--- config.mk ---
export PLATFORM = sky130hd
export DESIGN_NAME = bitwise_logic_pipe
export DESIGN_NICKNAME = d
export VERILOG_FILES = /design/src/rtl/bitwise_logic_pipe.sv
export SDC_FILE = /design/constraint.sdc
export NUM_CORES = 1
export LEC_CHECK = 0
export CAP_MARGIN = 20
export CORE_ASPECT_RATIO = 0.6
export CORE_UTILIZATION = 33
export DETAILED_ROUTE_END_ITERATION = 12
export PLACE_DENSITY_LB_ADDON = 0.25
export SYNTH_ARGS = -nofsm -noshare
export SYNTH_HDL_FRONTEND = slang
export SYNTH_SLANG_ARGS = --single-unit
--- constraint.sdc ---
create_clock -name clk -period 2.34 [get_ports clk]
set_input_delay 0.585 -clock clk [delete_from_list [all_inputs] [get_ports clk]]
set_output_delay 0.585 -clock clk [all_outputs]
set_load 0.03 [all_outputs]
--- src/rtl/bitwise_logic_pipe.sv ---
`default_nettype none
// ============================================================================
// Module   : bitwise_logic_pipe
// Brief    : Registered WIDTH-bit bitwise logic unit with valid/ready handshake,
//            accumulate feedback, equality flag and saturating match counter.
// Revision : 1.0
// ============================================================================
module bitwise_logic_pipe #(
    parameter int WIDTH = 8,
    parameter int CNT_W = 16
) (
    input  logic             clk,
    input  logic             rst,
    input  logic             clr,
    input  logic             in_valid,
    output logic             in_ready,
    input  logic [WIDTH-1:0] a,
    input  logic [WIDTH-1:0] b,
    input  logic [2:0]       op,
    input  logic             acc_en,
    output logic             out_valid,
    input  logic             out_ready,
    output logic [WIDTH-1:0] y,
    output logic             eq,
    output logic [CNT_W-1:0] match_cnt
);

    localparam logic [2:0] OP_AND  = 3'd0;
    localparam logic [2:0] OP_OR   = 3'd1;
    localparam logic [2:0] OP_XOR  = 3'd2;
    localparam logic [2:0] OP_XNOR = 3'd3;
    localparam logic [2:0] OP_NAND = 3'd4;
    localparam logic [2:0] OP_NOR  = 3'd5;
    localparam logic [2:0] OP_NOTA = 3'd6;

    localparam logic [CNT_W-1:0] CNT_MAX = '1;
    localparam logic [CNT_W-1:0] CNT_ONE = CNT_W'(1);

    logic [WIDTH-1:0] y_q, y_d;
    logic [WIDTH-1:0] acc_q, acc_d;
    logic [CNT_W-1:0] cnt_q, cnt_d;
    logic             eq_q, eq_d;
    logic             vld_q, vld_d;

    logic             accept;
    logic             match;
    logic [WIDTH-1:0] opb;
    logic [WIDTH-1:0] res;

    assign in_ready = !rst && (!vld_q || out_ready);
    assign accept   = in_valid && in_ready;
    assign match    = &(a ~^ b);
    assign opb      = acc_en ? acc_q : b;

    always_comb begin
        case (op)
            OP_AND:  res = a & opb;
            OP_OR:   res = a | opb;
            OP_XOR:  res = a ^ opb;
            OP_XNOR: res = a ~^ opb;
            OP_NAND: res = ~(a & opb);
            OP_NOR:  res = ~(a | opb);
            OP_NOTA: res = ~a;
            default: res = a;
        endcase
    end

    always_comb begin
        y_d   = y_q;
        eq_d  = eq_q;
        vld_d = vld_q;
        acc_d = acc_q;
        cnt_d = cnt_q;
        if (accept) begin
            y_d   = res;
            eq_d  = match;
            vld_d = 1'b1;
            acc_d = res;
            if (match && (cnt_q != CNT_MAX)) begin
                cnt_d = cnt_q + CNT_ONE;
            end
        end else if (vld_q && out_ready) begin
            vld_d = 1'b0;
        end
        // clr wins over the accepted beat for acc/counter only; y/eq/valid still load
        if (clr) begin
            acc_d = '0;
            cnt_d = '0;
        end
    end

    always_ff @(posedge clk) begin
        if (rst) begin
            y_q   <= '0;
            eq_q  <= 1'b0;
            vld_q <= 1'b0;
            acc_q <= '0;
            cnt_q <= '0;
        end else begin
            y_q   <= y_d;
            eq_q  <= eq_d;
            vld_q <= vld_d;
            acc_q <= acc_d;
            cnt_q <= cnt_d;
        end
    end

    assign y         = y_q;
    assign eq        = eq_q;
    assign out_valid = vld_q;
    assign match_cnt = cnt_q;

endmodule
`default_nettype wire

==> impl_metrics.toml, run 1 <==
[outcome]
status = "finished with violations"
failed_checks = "design-rule violations"

[final_layout]
utilization = 0.510
final_common_cell = "dfxtp_1"
nFillCells = 651
area_growth_syn_to_layout_pct = 45.7
n_antenna_cell = 0
num-nets-final = 409
layout-drive-gt1-share = 0.221
mostFrequentLayoutCells = "34 x dfxtp_1, 33 x buf_4, 32 x nand2_1"

[timing]
post-route-period-util = 0.979
hold_viol = 0
setup_violations = 0
report.final.slew_viol_count = 0
max_freq_ghz = 0.436
clock_skew_ns = 0.00616
worst_slew_pin_slew_ns = 0.399
hold_ws_ns = 0.458
fin_tns_setup_ns = 0
max-slew-margin-rel = 0.733
grt_setup_unrepaired = "false"
fin_crit_ns = 2.29

[power]
irDropWorstVdd_uv = 277
pwr_density_cell_nw_per_um2 = 454
p_leak_nw = 1.44

[grt]
grt_pass1_vias = 2217
grt_max_degree = 28
grt_overflow_total = 0
grt_pass1_wl_mm = 10.7
gr-usage-all-layers = 0.181
antenna_found_initial = 0

[critical_path]
path_class = "input port to register"
critPathBufInv = 1
arrival_ns = 2.50
critPathMaxStageDelay_ns = 0.65
r2r_start = "match_cnt[2]"
worst_r2r_path_depth = 5
crit_start = "a[4]"
worst_r2r_endpoint = "match_cnt[14]"
start_kind = "input port"
worst_path_most_repeated_cell = "or4_4"
crit_slowest_cell = "or4_4"
cp.depth = 6
critPathRequiredTime_ns = 2.55
worstPathMaxFanout = 6
crit_path_end = "match_cnt[15]"
end_kind = "register"
r2r_setup_slack_ns = 0.31
path_cells = "clkbuf_2 > xnor2_2 > nand4_1 > or4_4 > or4_4 > a21oi_2"
worst_path_dominant_cell_family = "simple AND/OR/NAND/NOR gates"

[logic_synthesis]
synth_cells = 290
yosysWarnings = 0
synth_area_um2 = 2400
synthTopCellsByArea = "dfxtp_1 28%, mux2i_1 12%, ha_1 8.9%"
ys_seq_area_frac = 0.284
synth_top_area_share = 0.284
synth_edf_count = 0
synth.avg_cell_area_um2 = 8.27
ys.flop_type = "dfxtp_1"
synthArstFlopShare = 0
synthDistinctLibCells = 38
syn_nets = 332
synth_top_cell_by_area = "dfxtp_1"
ys_ff_latch = 34

[route]
vias_per_cell = 5.42
drt-pass1-iter-count = 8
postRouteAntennaNets = 0
via_count = 2460
drt-total-wl_mm = 6.58
drcViolationCount = 6
post_drt_wl_per_cell_um = 14.5
drtIter0Drc = 132

[floorplan]
die_area_um2 = 7620
dieHeight_um = 68.0
initial_utilization = 0.350
io_pins = 52
core_um2 = 6850
die_width_um = 112
rows = 23

[cts]
cts_root_buf = "clkbuf_16"
hold_buffers = 0
clkSlewWorstSetupHoldPaths_ns = 0.05
tritoncts = "done"
clock_latency_ns = 0.27
htree_levels = 2
cts_buffers = 5
clockBufferDepth = 2
clock_sinks = 34

[place]
io_buffer_count = 51
dpl.hpwl_mm = 4.76
routabilityCongestion = 0.779

[hold_path]
min_path_type = "register to register"

[run]
drv_cap = 0
[power breakdown]
part / switching [mW] / internal (mW)
sequential: 0.00927 / 0.592
combinational: 0.185 / 0.182
clock: 0.228 / 0.388
total: 0.422 / 1.16
[worst min path at each step]
stage	cells past startpoint	endpoint	start
final	2	acc_q[1]	acc_q[1]
after global routing	2	acc_q[1]	acc_q[1]
after CTS	2	acc_q[1]	acc_q[1]
after detailed placement	2	acc_q[2]	acc_q[2]
after global placement	2	acc_q[1]	acc_q[1]
after floorplan	2	acc_q[0]	acc_q[0]
[timing repair]
item / in CTS / in global routing
endpoints found under the setup margin: 15 / 28
gates cloned: 2 / 0
resized for setup: 26 / 35
pin swaps: 23 / 13
buffers inserted: 0 / 2
hold endpoints to repair: 0 / 0
[layout make-up]
cell class | instances | area, µm² | area share
Clock inverter | 1 | 7.51 | 0.00215
Clock buffer | 6 | 129 | 0.0369
Tap cell | 87 | 109 | 0.0312
Multi-Input combinational cell | 225 | 1740 | 0.499
Sequential cell | 34 | 681 | 0.195
Inverter | 16 | 60.1 | 0.0172
Timing Repair Buffer | 85 | 763 | 0.219
[cell families (layout without fill, tap and decap cells)]
logic type,count (synthesis),count (layout),synth area share
adder cells (fa/ha/maj),17,17,0.0887
AND/OR/NAND/NOR,94,96,0.212
buffers and inverters,33,108,0.0579
XOR/XNOR,10,10,0.0365
flip-flops,34,34,0.284
multiplexers,35,35,0.149
AO/OA/AOI/OAI,67,67,0.172
[synth_stat cells, types with 7 or more instances]
cell,count
o31ai_1,8
ha_1,17
nand4_1,7
nand2_1,34
inv_1,16
clkbuf_1,14
xnor2_1,8
nor2_1,9
a21oi_1,30
dfxtp_1,34
mux2i_1,29
o21ai_0,11
or4_1,9
nand3_1,8
[registers in the layout (all words and copies together) (netlist names)]
signal	flops
y	8
acc_q	8
out_valid	1
match_cnt	16
eq	1
[worst register-to-register path, cell delays in order (launching register included)]
cell and delay (ns):
dfxtp_1 0.45, and4_1 0.28, nand2_1 0.18, or3_1 0.40
or4_1 0.51, a21oi_1 0.14
[metrics by stage]
stage / instance area, µm² / std cells / worst slack (ns) / power, mW
3_5_place_dp: 3200 / 443 / -0.502 / 0.952
4_1_cts: 3380 / 452 / 0.00107 / 1.58
5_1_grt: 3490 / 454 / 0.00345 / 1.66
2_1_floorplan: 2400 / 290 / 0.0548 / 0.799
3_3_place_gp: 3200 / 443 / -0.521 / 0.946
6_report: 3490 / 454 / 0.0490 / 1.58
[per-layer routing]
layer  vias to the layer above  track usage  part of all wire
li1                       1224            -                 -
met1                      1152        0.258              0.52
met2                        74        0.270              0.41
met3                        10       0.0469             0.063
met4                         0       0.0417            0.0079
met5                         -            0                 0
(Power assumes the default switching activity.)
==> inputs of run 2 (changes only) <==
Settings changed: MAX_ROUTING_LAYER set to met4.
Clock period 2.34 ns to 2 ns, I/O delays scaled along.
==> impl_metrics.toml, run 2 (synthesized netlist as in run 1, its figures left out) <==
[power]
pwr_density_cell_nw_per_um2 = 535
p_leak_nw = 1.62
irDropWorstVdd_uv = 299

[timing]
max-slew-margin-rel = 0.764
report.final.slew_viol_count = 0
grt_setup_unrepaired = "true"
clock_skew_ns = 0.00685
fin_tns_setup_ns = -0.397
fin_crit_ns = 2.08
post-route-worst-setup-slack_ns = -0.0822
worst_slew_pin_slew_ns = 0.353
max_freq_ghz = 0.480
hold_viol = 0
setup_violations = 10
post-route-period-util = 1.04

[floorplan]
die_area_um2 = 7620
rows = 23
core_um2 = 6850
die_width_um = 112
io_pins = 52
dieHeight_um = 68.0
initial_utilization = 0.350

[route]
drt-total-wl_mm = 7.52
drt-pass1-iter-count = 9
postRouteAntennaNets = 0
post_drt_wl_per_cell_um = 15.8
drtIter0Drc = 268
via_count = 2615
wl_met2_mm = 3.28
vias_per_cell = 5.48
drcViolationCount = 3
wl_met1_mm = 3.69
wl_met3_um = 484
highest_layer = "met4"

[critical_path]
critPathRequiredTime_ns = 2.21
path_class = "input port to register"
end_kind = "register"
worstPathMaxFanout = 7
arrival_ns = 2.30
start_kind = "input port"

[place]
io_buffer_count = 51
routabilityCongestion = 0.816
place_area_um2 = 3350
dpl.hpwl_mm = 5.13

[cts]
tritoncts = "done"
clock_latency_ns = 0.28
htree_levels = 2
cts_buffers = 5
hold_buffers = 0
cts_root_buf = "clkbuf_16"
clock_sinks = 34
clockBufferDepth = 2
clkSlewWorstSetupHoldPaths_ns = 0.05

[final_layout]
largest_reg_flops = 16
nFillCells = 599
n_antenna_cell = 0
area_growth_syn_to_layout_pct = 61.8
post-route-cell-area_um2 = 3880
mostFrequentLayoutCells = "51 x buf_4, 33 x dfxtp_1, 32 x nand2_1"
num-nets-final = 432
final_common_cell = "buf_4"
layout-drive-gt1-share = 0.341

[hold_path]
min_path_type = "register to register"

[grt]
gr-usage-all-layers = 0.209
grt_pass1_vias = 2402
grt_pass1_wl_mm = 11.9
antenna_found_initial = 0
grt_overflow_total = 0
grt_max_degree = 19

[run]
drv_cap = 0

[outcome]
failed_checks = "design-rule violations, negative setup slack"
status = "finished with violations"
-- run 2: worst max-delay path, stage by stage --
cell and delay, ns:
buf_8 0.10, xnor2_4 0.16, nand4_1 0.13, buf_4 0.16, or4_4 0.60, or4_4 0.51
a21oi_2 0.12
-- run 2: final cells by class --
cell class | instances | area, µm² | share of cell area
Multi-Input combinational cell | 225 | 1860 | 0.480
Sequential cell | 34 | 682 | 0.176
Timing Repair Buffer | 108 | 998 | 0.257
Tap cell | 87 | 109 | 0.0281
Inverter | 16 | 60.1 | 0.0155
Clock buffer | 6 | 139 | 0.0358
Clock inverter | 1 | 30.0 | 0.00774
-- run 2: final timing paths --
kind	cells after the start	from	to	slack, ns
worst max-delay path	7	b[1]	match_cnt[15]	-0.08
worst min register to register	2	eq	eq	0.46
worst max register to register	5	match_cnt[0]	match_cnt[14]	0.06
worst min-delay path	2	eq	eq	0.46
-- run 2: timing repair --
item / 4_1_cts / 5_1_grt
pin swaps: 35 / 11
setup buffers: 9 / 2
gates resized for setup: 97 / 28
cloned: 2 / 0
setup endpoints to repair: 32 / 35
-- run 2: per-layer routing --
layer  GRT usage  vias up
met5           -        -
met4      0.0467        0
met3      0.0399        9
met2       0.331       90
met1       0.280     1244
li1            -     1272
-- run 2: power breakdown --
group,internal (mW),switching [mW],total (mW)
Clock,0.614,0.282,0.897
Sequential,0.693,0.0108,0.704
Combinational,0.246,0.227,0.473
-- run 2: through the flow --
| stage | utilization | hold slack [ns] | power, mW | worst slack (ns) | instances |
|---|---|---|---|---|---|
| final | 0.566 | 0.456 | 2.07 | -0.0822 | 477 |
| after global routing | 0.566 | 0.478 | 2.16 | -0.127 | 477 |
| after CTS | 0.548 | 0.456 | 2.07 | -0.129 | 475 |
| after detailed placement | 0.489 | 0.448 | 1.14 | -0.765 | 458 |
| after global placement | 0.489 | 0.443 | 1.13 | -0.736 | 458 |
| after floorplan | - | 0.436 | 0.939 | -0.142 | 290 |
==> inputs of run 3 (changes only) <==
Clock period 2 ns to 2.2 ns, I/O delays scaled along.
==> impl_metrics.toml, run 3 (synthesized netlist as in run 1, its figures left out) <==
[outcome]
status = "finished with violations"
failed_checks = "design-rule violations"

[final_layout]
num-nets-final = 420
layout-drive-gt1-share = 0.240
n_antenna_cell = 0
utilization = 0.517
area_growth_syn_to_layout_pct = 47.7
largest_reg_flops = 16
final_common_cell = "buf_4"
mostFrequentLayoutCells = "42 x buf_4, 34 x dfxtp_1, 32 x nand2_1"

[route]
post_drt_wl_per_cell_um = 15.8
postRouteAntennaNets = 0
drcViolationCount = 4
via_count = 2545
drt-pass1-iter-count = 8
drtIter0Drc = 199
drt-total-wl_mm = 7.36
vias_per_cell = 5.46

[critical_path]
worstPathMaxFanout = 11
path_class = "input port to register"
r2r_start = "match_cnt[0]"
worst_r2r_endpoint = "match_cnt[14]"
worst_r2r_path_depth = 5
critPathRequiredTime_ns = 2.41
arrival_ns = 2.39
r2r_setup_slack_ns = 0.28
start_kind = "input port"
end_kind = "register"

[power]
p_int_mw = 1.28
power.switching_mw = 0.480
p_comb_frac = 0.228
p_leak_nw = 1.45
clkPwrFrac = 0.408
irDropWorstVdd_uv = 267
pwr_density_cell_nw_per_um2 = 496
sw_frac_of_total = 0.273
seqPwrFrac = 0.364

[cts]
htree_levels = 2
tritoncts = "done"
clockBufferDepth = 2
hold_buffers = 0
cts_buffers = 5
clkSlewWorstSetupHoldPaths_ns = 0.06
clock_sinks = 34
cts_root_buf = "clkbuf_16"
clock_latency_ns = 0.28

[timing]
setup_violations = 0
fin_tns_setup_ns = 0
fin_crit_ns = 2.18
grt_setup_unrepaired = "true"
report.final.slew_viol_count = 0
post-route-worst-setup-slack_ns = 0.0206
post-route-period-util = 0.991
clock_skew_ns = 0.00385
max_freq_ghz = 0.459
worst_slew_pin_slew_ns = 0.369
hold_viol = 0
max-slew-margin-rel = 0.753

[hold_path]
min_path_type = "register to register"
hold_depth = 2
holdCritStartpoint = "acc_q[2]"
whs_endpoint = "acc_q[2]"

[floorplan]
die_width_um = 112
rows = 23
dieHeight_um = 68.0
initial_utilization = 0.350
die_area_um2 = 7620
core_um2 = 6850
io_pins = 52

[grt]
grt_overflow_total = 0
grt_pass1_vias = 2273
grt_max_degree = 23
gr-usage-all-layers = 0.210
grt_pass1_wl_mm = 11.8
antenna_found_initial = 0

[place]
dpl.hpwl_mm = 5.27
routabilityCongestion = 0.831
io_buffer_count = 51
place_ws_ns = -0.641

[run]
drv_cap = 0
run 3: layout make-up:
type | count | area, µm²
Fill cell | 649 | 3310
Multi-Input combinational cell | 225 | 1710
Timing Repair Buffer | 96 | 832
Sequential cell | 34 | 681
Clock buffer | 7 | 143
Tap cell | 87 | 109
Inverter | 16 | 60.1
Clock inverter | 1 | 5.00
run 3: per-layer routing:
metal / global-route usage / up-vias / part of all wire
li1: - / 1243 / -
met1: 0.292 / 1214 / 0.51
met3: 0.0496 / 8 / 0.065
met5: - / - / 0
met2: 0.298 / 80 / 0.41
met4: 0.0667 / 0 / 0.010
run 3: how the worst max path moves through the flow:
stage,slack [ns],endpoint,start
6_report,0.02,match_cnt[11],a[1]
5_1_grt,-0.03,match_cnt[13],a[2]
4_1_cts,0.01,match_cnt[5],b[4]
3_5_place_dp,-0.64,match_cnt[4],a[0]
3_3_place_gp,-0.60,match_cnt[15],a[0]
2_1_floorplan,-0.0008,match_cnt[14],b[7]
run 3: repair_timing:
item | CTS | global route
setup endpoints to repair | 30 | 9
gates cloned | 2 | 0
pin swaps | 24 | 3
setup buffers | 5 | 1
gates resized for setup | 61 | 3
run 3: power by group through the flow:
stage	Clock (mW)	Combinational (mW)	Sequential, mW
after floorplan	0	0.184	0.669
after global placement	0	0.374	0.652
after detailed placement	0	0.384	0.652
after CTS	0.721	0.397	0.639
after global routing	0.755	0.437	0.641
final	0.717	0.401	0.639
run 3: critical path, stage by stage:
cell and delay (ns):
buf_2 0.12, xnor2_2 0.21, nand4_1 0.15, buf_4 0.16
buf_4 0.14, or4_4 0.53, or3_1 0.38, a21oi_1 0.16
run 3: stage by stage:
stage          cell area, µm²  power, mW  hold slack, ns  std cells
2_1_floorplan            2410      0.852           0.436        290
3_3_place_gp             3280       1.03           0.447        450
3_5_place_dp             3280       1.04           0.449        450
4_1_cts                  3520       1.76           0.457        465
5_1_grt                  3540       1.83           0.475        466
6_report                 3540       1.76           0.457        466
